## src/rtl/data_mem_pkg.sv

```systemverilog
// Shared encodings for the two-requester data memory controller.
package data_mem_pkg;

    typedef enum logic [1:0] {
        SZ_BYTE    = 2'b00,
        SZ_HALF    = 2'b01,
        SZ_WORD    = 2'b10,
        SZ_ILLEGAL = 2'b11
    } size_e;

    typedef enum logic [1:0] {
        S_IDLE  = 2'b00,
        S_ISSUE = 2'b01,
        S_WAIT  = 2'b10,
        S_RESP  = 2'b11
    } state_e;

endpackage

```

## src/rtl/data_mem_ctrl_if.sv

```systemverilog
// Requester bus (request + response) and byte-enabled memory port.
interface data_mem_req_if #(
    parameter int ADDR_WIDTH = 8
);
    logic                  valid;
    logic                  ready;
    logic                  we;
    logic [ADDR_WIDTH-1:0] addr;
    logic [1:0]            size;
    logic                  uns;
    logic [31:0]           wdata;
    logic                  resp_valid;
    logic [31:0]           resp_rdata;
    logic                  resp_err;

    modport master (output valid, we, addr, size, uns, wdata,
                    input  ready, resp_valid, resp_rdata, resp_err);
    modport slave  (input  valid, we, addr, size, uns, wdata,
                    output ready, resp_valid, resp_rdata, resp_err);
endinterface

interface data_mem_mem_if #(
    parameter int ADDR_WIDTH = 8
);
    logic [ADDR_WIDTH-3:0] addr;
    logic                  we;
    logic                  re;
    logic [3:0]            byte_sel;
    logic [31:0]           wdata;
    logic [31:0]           rdata;

    modport master (output addr, we, re, byte_sel, wdata, input rdata);
    modport slave  (input  addr, we, re, byte_sel, wdata, output rdata);
endinterface

```

## src/rtl/data_mem_align.sv

```systemverilog
// Byte-lane selection, store replication, load extension and alignment check.
module data_mem_align
    import data_mem_pkg::*;
(
    input  size_e       size_i,
    input  logic [1:0]  addr_lo_i,
    input  logic        uns_i,
    input  logic [31:0] wdata_i,
    input  logic [31:0] rdata_i,
    output logic        err_o,
    output logic [3:0]  byte_sel_o,
    output logic [31:0] wdata_o,
    output logic [31:0] load_o
);
    logic [7:0]  lb;
    logic [15:0] lh;

    assign lb = rdata_i[{addr_lo_i, 3'b000} +: 8];
    assign lh = addr_lo_i[1] ? rdata_i[31:16] : rdata_i[15:0];

    always_comb begin
        err_o      = 1'b0;
        byte_sel_o = 4'b0000;
        wdata_o    = wdata_i;
        load_o     = rdata_i;
        case (size_i)
            SZ_BYTE: begin
                byte_sel_o = 4'b0001 << addr_lo_i;
                wdata_o    = {4{wdata_i[7:0]}};
                load_o     = uns_i ? {24'h0, lb} : {{24{lb[7]}}, lb};
            end
            SZ_HALF: begin
                err_o      = addr_lo_i[0];
                byte_sel_o = addr_lo_i[1] ? 4'b1100 : 4'b0011;
                wdata_o    = {2{wdata_i[15:0]}};
                load_o     = uns_i ? {16'h0, lh} : {{16{lh[15]}}, lh};
            end
            SZ_WORD: begin
                err_o      = |addr_lo_i;
                byte_sel_o = 4'b1111;
            end
            default: err_o = 1'b1;
        endcase
    end
endmodule

```

## src/rtl/data_mem_ctrl.sv

```systemverilog
// Two-requester round-robin front end for a synchronous byte-enabled data memory.
module data_mem_ctrl
    import data_mem_pkg::*;
#(
    parameter int ADDR_WIDTH = 8
) (
    input  logic          clk,
    input  logic          rst_n,
    data_mem_req_if.slave a_io,
    data_mem_req_if.slave b_io,
    data_mem_mem_if.master mem_io
);
    state_e                state_q;
    logic                  prio_b_q, owner_q, we_q, uns_q, err_q;
    size_e                 size_q;
    logic [1:0]            lo_q;
    logic [ADDR_WIDTH-3:0] maddr_q;
    logic                  mwe_q, mre_q;
    logic [3:0]            msel_q;
    logic [31:0]           mwdata_q;
    logic                  rvld_q, rerr_q;
    logic [31:0]           rdata_q;

    logic                  idle, a_gnt, b_gnt, acc;
    logic                  req_we, req_uns;
    logic [ADDR_WIDTH-1:0] req_addr;
    logic [31:0]           req_wdata;
    size_e                 req_size, al_size;
    logic [1:0]            al_lo;
    logic                  al_err;
    logic [3:0]            al_sel;
    logic [31:0]           al_wdata, al_load;

    assign idle  = (state_q == S_IDLE);
    assign a_gnt = a_io.valid & (~b_io.valid | ~prio_b_q);
    assign b_gnt = b_io.valid & ~a_gnt;
    assign acc   = idle & (a_gnt | b_gnt);

    // Readies are combinational so a waiting requester is taken on the first edge after reset.
    assign a_io.ready = rst_n & idle & a_gnt;
    assign b_io.ready = rst_n & idle & b_gnt;

    assign req_we    = b_gnt ? b_io.we    : a_io.we;
    assign req_uns   = b_gnt ? b_io.uns   : a_io.uns;
    assign req_addr  = b_gnt ? b_io.addr  : a_io.addr;
    assign req_wdata = b_gnt ? b_io.wdata : a_io.wdata;
    assign req_size  = size_e'(b_gnt ? b_io.size : a_io.size);

    // One aligner: decodes the incoming request in IDLE, the captured one while loading.
    assign al_size = idle ? req_size      : size_q;
    assign al_lo   = idle ? req_addr[1:0] : lo_q;

    data_mem_align u_align (
        .size_i    (al_size),
        .addr_lo_i (al_lo),
        .uns_i     (uns_q),
        .wdata_i   (req_wdata),
        .rdata_i   (mem_io.rdata),
        .err_o     (al_err),
        .byte_sel_o(al_sel),
        .wdata_o   (al_wdata),
        .load_o    (al_load)
    );

    always_ff @(posedge clk or negedge rst_n) begin
        if (!rst_n) begin
            state_q  <= S_IDLE;
            prio_b_q <= 1'b0;
            owner_q  <= 1'b0;
            we_q     <= 1'b0;
            uns_q    <= 1'b0;
            err_q    <= 1'b0;
            size_q   <= SZ_BYTE;
            lo_q     <= 2'b00;
            maddr_q  <= '0;
            mwe_q    <= 1'b0;
            mre_q    <= 1'b0;
            msel_q   <= 4'b0000;
            mwdata_q <= '0;
            rvld_q   <= 1'b0;
            rerr_q   <= 1'b0;
            rdata_q  <= '0;
        end else begin
            case (state_q)
                S_IDLE: if (acc) begin
                    state_q  <= S_ISSUE;
                    owner_q  <= b_gnt;
                    prio_b_q <= a_gnt;
                    we_q     <= req_we;
                    uns_q    <= req_uns;
                    size_q   <= req_size;
                    lo_q     <= req_addr[1:0];
                    err_q    <= al_err;
                    mwe_q    <= req_we & ~al_err;
                    mre_q    <= ~req_we & ~al_err;
                    maddr_q  <= al_err ? '0 : req_addr[ADDR_WIDTH-1:2];
                    msel_q   <= al_err ? 4'b0000 : al_sel;
                    mwdata_q <= (req_we & ~al_err) ? al_wdata : '0;
                end
                S_ISSUE: begin
                    state_q  <= S_WAIT;
                    mwe_q    <= 1'b0;
                    mre_q    <= 1'b0;
                    maddr_q  <= '0;
                    msel_q   <= 4'b0000;
                    mwdata_q <= '0;
                end
                S_WAIT: begin
                    state_q <= S_RESP;
                    rvld_q  <= 1'b1;
                    rerr_q  <= err_q;
                    rdata_q <= (we_q | err_q) ? '0 : al_load;
                end
                default: begin
                    state_q <= S_IDLE;
                    rvld_q  <= 1'b0;
                    rerr_q  <= 1'b0;
                    rdata_q <= '0;
                end
            endcase
        end
    end

    assign mem_io.addr     = maddr_q;
    assign mem_io.we       = mwe_q;
    assign mem_io.re       = mre_q;
    assign mem_io.byte_sel = msel_q;
    assign mem_io.wdata    = mwdata_q;

    assign a_io.resp_valid = rvld_q & ~owner_q;
    assign a_io.resp_err   = rerr_q & ~owner_q;
    assign a_io.resp_rdata = owner_q ? '0 : rdata_q;
    assign b_io.resp_valid = rvld_q & owner_q;
    assign b_io.resp_err   = rerr_q & owner_q;
    assign b_io.resp_rdata = owner_q ? rdata_q : '0;
endmodule

```

## src/flat_wrapper.sv

```systemverilog
// flat-port wrapper written by rule: the top's interface ports become plain ports
module data_mem_ctrl_flat import data_mem_pkg::*;
#(
    parameter int ADDR_WIDTH = 8
)
  (clk, rst_n, a_io_valid, a_io_we, a_io_addr, a_io_size, a_io_uns, a_io_wdata, a_io_ready, a_io_resp_valid, a_io_resp_rdata, a_io_resp_err, b_io_valid, b_io_we, b_io_addr, b_io_size, b_io_uns, b_io_wdata, b_io_ready, b_io_resp_valid, b_io_resp_rdata, b_io_resp_err, mem_io_addr, mem_io_we, mem_io_re, mem_io_byte_sel, mem_io_wdata, mem_io_rdata);
  data_mem_req_if #(.ADDR_WIDTH(ADDR_WIDTH)) a_io_i ();
  data_mem_req_if #(.ADDR_WIDTH(ADDR_WIDTH)) b_io_i ();
  data_mem_mem_if #(.ADDR_WIDTH(ADDR_WIDTH)) mem_io_i ();
  input  logic clk;
  input  logic rst_n;
  input wire logic [$bits(a_io_i.valid)-1:0] a_io_valid;
  input wire logic [$bits(a_io_i.we)-1:0] a_io_we;
  input wire logic [$bits(a_io_i.addr)-1:0] a_io_addr;
  input wire logic [$bits(a_io_i.size)-1:0] a_io_size;
  input wire logic [$bits(a_io_i.uns)-1:0] a_io_uns;
  input wire logic [$bits(a_io_i.wdata)-1:0] a_io_wdata;
  output wire logic [$bits(a_io_i.ready)-1:0] a_io_ready;
  output wire logic [$bits(a_io_i.resp_valid)-1:0] a_io_resp_valid;
  output wire logic [$bits(a_io_i.resp_rdata)-1:0] a_io_resp_rdata;
  output wire logic [$bits(a_io_i.resp_err)-1:0] a_io_resp_err;
  input wire logic [$bits(b_io_i.valid)-1:0] b_io_valid;
  input wire logic [$bits(b_io_i.we)-1:0] b_io_we;
  input wire logic [$bits(b_io_i.addr)-1:0] b_io_addr;
  input wire logic [$bits(b_io_i.size)-1:0] b_io_size;
  input wire logic [$bits(b_io_i.uns)-1:0] b_io_uns;
  input wire logic [$bits(b_io_i.wdata)-1:0] b_io_wdata;
  output wire logic [$bits(b_io_i.ready)-1:0] b_io_ready;
  output wire logic [$bits(b_io_i.resp_valid)-1:0] b_io_resp_valid;
  output wire logic [$bits(b_io_i.resp_rdata)-1:0] b_io_resp_rdata;
  output wire logic [$bits(b_io_i.resp_err)-1:0] b_io_resp_err;
  output wire logic [$bits(mem_io_i.addr)-1:0] mem_io_addr;
  output wire logic [$bits(mem_io_i.we)-1:0] mem_io_we;
  output wire logic [$bits(mem_io_i.re)-1:0] mem_io_re;
  output wire logic [$bits(mem_io_i.byte_sel)-1:0] mem_io_byte_sel;
  output wire logic [$bits(mem_io_i.wdata)-1:0] mem_io_wdata;
  input wire logic [$bits(mem_io_i.rdata)-1:0] mem_io_rdata;
  assign a_io_i.valid = a_io_valid;
  assign a_io_i.we = a_io_we;
  assign a_io_i.addr = a_io_addr;
  assign a_io_i.size = a_io_size;
  assign a_io_i.uns = a_io_uns;
  assign a_io_i.wdata = a_io_wdata;
  assign a_io_ready = a_io_i.ready;
  assign a_io_resp_valid = a_io_i.resp_valid;
  assign a_io_resp_rdata = a_io_i.resp_rdata;
  assign a_io_resp_err = a_io_i.resp_err;
  assign b_io_i.valid = b_io_valid;
  assign b_io_i.we = b_io_we;
  assign b_io_i.addr = b_io_addr;
  assign b_io_i.size = b_io_size;
  assign b_io_i.uns = b_io_uns;
  assign b_io_i.wdata = b_io_wdata;
  assign b_io_ready = b_io_i.ready;
  assign b_io_resp_valid = b_io_i.resp_valid;
  assign b_io_resp_rdata = b_io_i.resp_rdata;
  assign b_io_resp_err = b_io_i.resp_err;
  assign mem_io_addr = mem_io_i.addr;
  assign mem_io_we = mem_io_i.we;
  assign mem_io_re = mem_io_i.re;
  assign mem_io_byte_sel = mem_io_i.byte_sel;
  assign mem_io_wdata = mem_io_i.wdata;
  assign mem_io_i.rdata = mem_io_rdata;
  data_mem_ctrl #(.ADDR_WIDTH(ADDR_WIDTH)) u_core (.clk(clk), .rst_n(rst_n), .a_io(a_io_i), .b_io(b_io_i), .mem_io(mem_io_i));
endmodule
```

## config.mk

```make
export PLATFORM = sky130hd
export DESIGN_NAME = data_mem_ctrl_flat
export DESIGN_NICKNAME = d
export VERILOG_FILES = /design/src/rtl/data_mem_pkg.sv /design/src/rtl/data_mem_ctrl_if.sv /design/src/rtl/data_mem_align.sv /design/src/rtl/data_mem_ctrl.sv /design/src/flat_wrapper.sv
export SDC_FILE = /design/constraint.sdc
export NUM_CORES = 1
export LEC_CHECK = 0
export CELL_PAD_IN_SITES_DETAIL_PLACEMENT = 1
export CELL_PAD_IN_SITES_GLOBAL_PLACEMENT = 1
export CORE_MARGIN = 8
export CORE_UTILIZATION = 33
export CTS_CLUSTER_DIAMETER = 120
export DETAILED_ROUTE_END_ITERATION = 8
export PLACE_DENSITY = 0.95
export SYNTH_ARGS = -nofsm -noshare
export SYNTH_HDL_FRONTEND = slang
export SYNTH_SLANG_ARGS = --single-unit
```

## constraint.sdc

```tcl
create_clock -name clk -period 4.1 [get_ports clk]
set_clock_uncertainty 0.05 [all_clocks]
set_input_delay 0.82 -clock clk [delete_from_list [all_inputs] [get_ports clk]]
set_output_delay 0.82 -clock clk [all_outputs]
set_load 0.05 [all_outputs]
```

==> results.toml <==
[power_and_ir_drop]
p_total_uw = 6490
switch_pwr_uw = 3350
power.static_leakage_uw = 0.00349
worst_ir_drop_vdd_mv = 0.405
pwr_density_cell_nw_per_um2 = 786
power.clock.fraction = 0.141
pwr-share-comb = 0.620
switching_part_of_the_total = 0.516
sequentialPowerShare = 0.238
int_pwr_uw = 3150

[sta]
setup_viol = 0
report.final.slew_viol_count = 0
fin_crit_ns = 3.51
setup_repair_after_global_routing_missed_its_margin = "false"
fin_setup_tns_ns = 0
final.setup.worst_slack_ns = 0.590
final_hold_viol_count = 0
worstMarginPinSlew_ns = 1.16
slew-limit-headroom = 0.223
fmaxAchievable_mhz = 285
min_period_over_period = 0.856
timing.hold.ws_ns = 0.433

[logic_synthesis]
synth_cell_types = 55
ys_dominant_reg_cell = "dfrtp_1"
netlist_top_cells_area = "dfrtp_1, mux2i_1, nand2_1"
synth_async_sr_flop_share = 1.00
syn-mean-instance-area_sq_um = 9.11
syn_std_cell_area_sq_um = 5350
synthesis.yosys.warnings = 0
synth_cells = 587
synth_seq_cells = 89
yosysTopAreaCell = "dfrtp_1"
count_of_flip_flops_with_a_built_in_enable_after_synthesis = 0
syn_nets = 714
synthDominantCellAreaShare = 0.417
synth_seq_area_share = 0.417

[layout]
final_layout_size_suffix_gt1_frac = 0.0654
number_of_antenna_cells_inserted = 0
syn2layout_area_growth_pct = 54.5
final_nets = 935

[grt]
met3_demand_to_capacity_share_in_global_routing = 0.0611
first_pass_grt_wire_length_um = 35400
global_route.usage.total = 0.226
gr-total-overflow = 0
grt_max_degree = 70
grt_util_met1 = 0.260
gr-max-usage-layer = "met2"
antenna_found_initial = 0
grt.met2_usage = 0.385
grt_pass1_vias = 6143

[setup_path]
worstSetupEndpointType = "flip-flop"
worst_r2r_startpoint = "u_core.state_q[0]"
worstSetupPathType = "input port to flip-flop"
path_max_fanout = 15
slowest_delay_ns = 0.84
cp-startpoint = "a_io_valid"
crit_path_cell_trace = "clkdlybuf4s50_1 > nand2b_1 > nand2_2 > mux2i_1 > o21bai_2 > nor3_2 > a22oi_1 > o221ai_1"
start_kind = "input port"
cp_slowest_cell = "nor3_2"
data_required_time_of_the_worst_path_ns = 4.31
crit_family = "simple AND/OR/NAND/NOR gates"
arrival_ns = 3.72
number_of_buffer_and_inverter_stages_on_the_critical_path = 1

[placement]
routabilityCongestion = 0.891
buffers_on_ports = 237
detailedPlacementHpwl_um = 18100
post-place-ws_ns = 0.361

[clock_network]
cts_tree = "yes"
clock_tree.htree_level_count = 3
clockBufferDepth = 2
post-cts-setup-buffer-count = 0
clk_root_buffer_cell = "clkbuf_16"
post_cts_sizing = 0
worstSkewPairLatency_ns = 0.35
cts.reportedPaths.clkPinSlew_ns = 0.07
cts-buffers-inserted = 9
cts_hold_buffers = 0
cts_sinks = 89

[die]
die_y_um = 143
ios = 238
placement_rows = 46
core_outline_area_sq_um = 15900
dieArea_sq_um = 20500
die_w_um = 143
initial_utilization = 0.336

[job]
maxCapViolations = 0

[route]
totalWireLength_um = 23300
detailroute.via_count = 5619
wl_per_cell_um = 22.7
route.detailed.vias_per_inst = 5.47
drt-initial-drc-count = 360
dr.pass1.iters = 4
remaining_drc_errors = 0
antenna_left = 0

[hold_path]
min-delay-path-class = "flip-flop to flip-flop"
hold_path.startpoint = "u_core.mem_io.addr[0]"

[outcome]
status = "finished clean"
## path summary, 6_finish.rpt
path	endpoint	slack (ns)	cells after the start
max	u_core.rdata_q[0]	0.59	8
min	u_core.mem_io.addr[0]	0.43	2
max reg2reg	u_core.rdata_q[23]	0.71	10
min reg2reg	u_core.mem_io.addr[0]	0.43	2
max in group asynchronous	u_core.rdata_q[1]	2.34	3
min in group asynchronous	u_core.rdata_q[17]	0.58	2
## power by group through the flow
stage | combinational (uW) | clock (uW) | sequential, uW
2_1_floorplan | 2230 | 0 | 1920
3_3_place_gp | 3920 | 0 | 1530
3_5_place_dp | 4010 | 0 | 1560
4_1_cts | 4040 | 930 | 1550
5_1_grt | 4280 | 961 | 1600
6_report | 4030 | 919 | 1550
## Yosys cell counts, types with 8 or more instances
master    number
nor2b_1       35
a21oi_1       27
a32oi_1       11
inv_1          8
nand3_1        9
mux2i_1       38
o221ai_1      14
and2_1        42
a22oi_1       14
a32o_1        12
dfrtp_1       89
o21ai_0       36
o21a_1        14
a22o_1        30
buf_2         14
nand2_1       96
nor2_1        17
clkbuf_1      25
## per-layer routing
layer  up-vias  part of all wire
li1       2556                 -
met1      2774              0.40
met2       248              0.48
met3        41             0.083
met4         0             0.029
met5         -                 0
## metrics by stage
stage           util  instance area, sq um  cells
2_1_floorplan      -                  5350    587
3_3_place_gp   0.500                  7940   1013
3_5_place_dp   0.500                  7940   1013
4_1_cts        0.520                  8260   1027
5_1_grt        0.520                  8260   1027
6_report       0.520                  8260   1027
## cell families after synthesis
logic type      after synthesis  share of synthesized area
flops                        89                      0.417
compound gates              178                      0.245
buf+inv                      55                     0.0468
fa+ha+maj                     3                    0.00702
simple gates                222                      0.207
mux                          40                     0.0775
## final cells by class
| type | instances | area, sq um |
|---|---|---|
| timing repair buffer | 257 | 2530 |
| clock inverter | 3 | 65.1 |
| sequential | 89 | 2230 |
| inverter | 8 | 30.0 |
| fill | 1847 | 7620 |
| clock buffer | 11 | 253 |
| tap | 216 | 270 |
| multi-input combinational | 443 | 2880 |
## worst register-to-register path, cell delays in order, from the launching register on
cell and delay (ns):
dfrtp_1 0.38, inv_1 0.11, ha_1 0.53, buf_4 0.33, nor3b_1 0.35, o32a_1 0.23, mux2i_1 0.10, a211o_1 0.28
nor2_2 0.16, or3_1 0.55, a32o_1 0.27
## registers in the layout, indices dropped and copies added, names as in the netlist, 2 cells and up
signal and cells:
u_core.mem_io.addr 6, u_core.state_q 2, u_core.lo_q 2, u_core.size_q 2, u_core.mem_io.wdata 32, u_core.rdata_q 32
u_core.mem_io.byte_sel 4
## layout by cell type (no fill, tap or decap), types with 3 or more instances in the layout
cell,netlist,layout
inv_1,8,8
nand2_1,96,96
and2_1,42,41
clkdlybuf4s50_1,0,235
o21a_1,14,14
or3_1,4,4
a21oi_1,27,27
ha_1,3,3
nand2b_1,3,3
nor2_1,17,17
or2_2,4,4
nor2b_1,35,35
a32oi_1,11,11
a31oi_1,3,3
o21ai_0,36,36
a22o_1,30,30
a22oi_1,14,14
a32o_1,12,12
nand3_1,9,9
o221ai_1,14,14
clkbuf_16,0,9
buf_4,1,21
mux2i_1,38,38
dfrtp_1,89,88
Note: power is estimated with default switching activity, not from simulation.
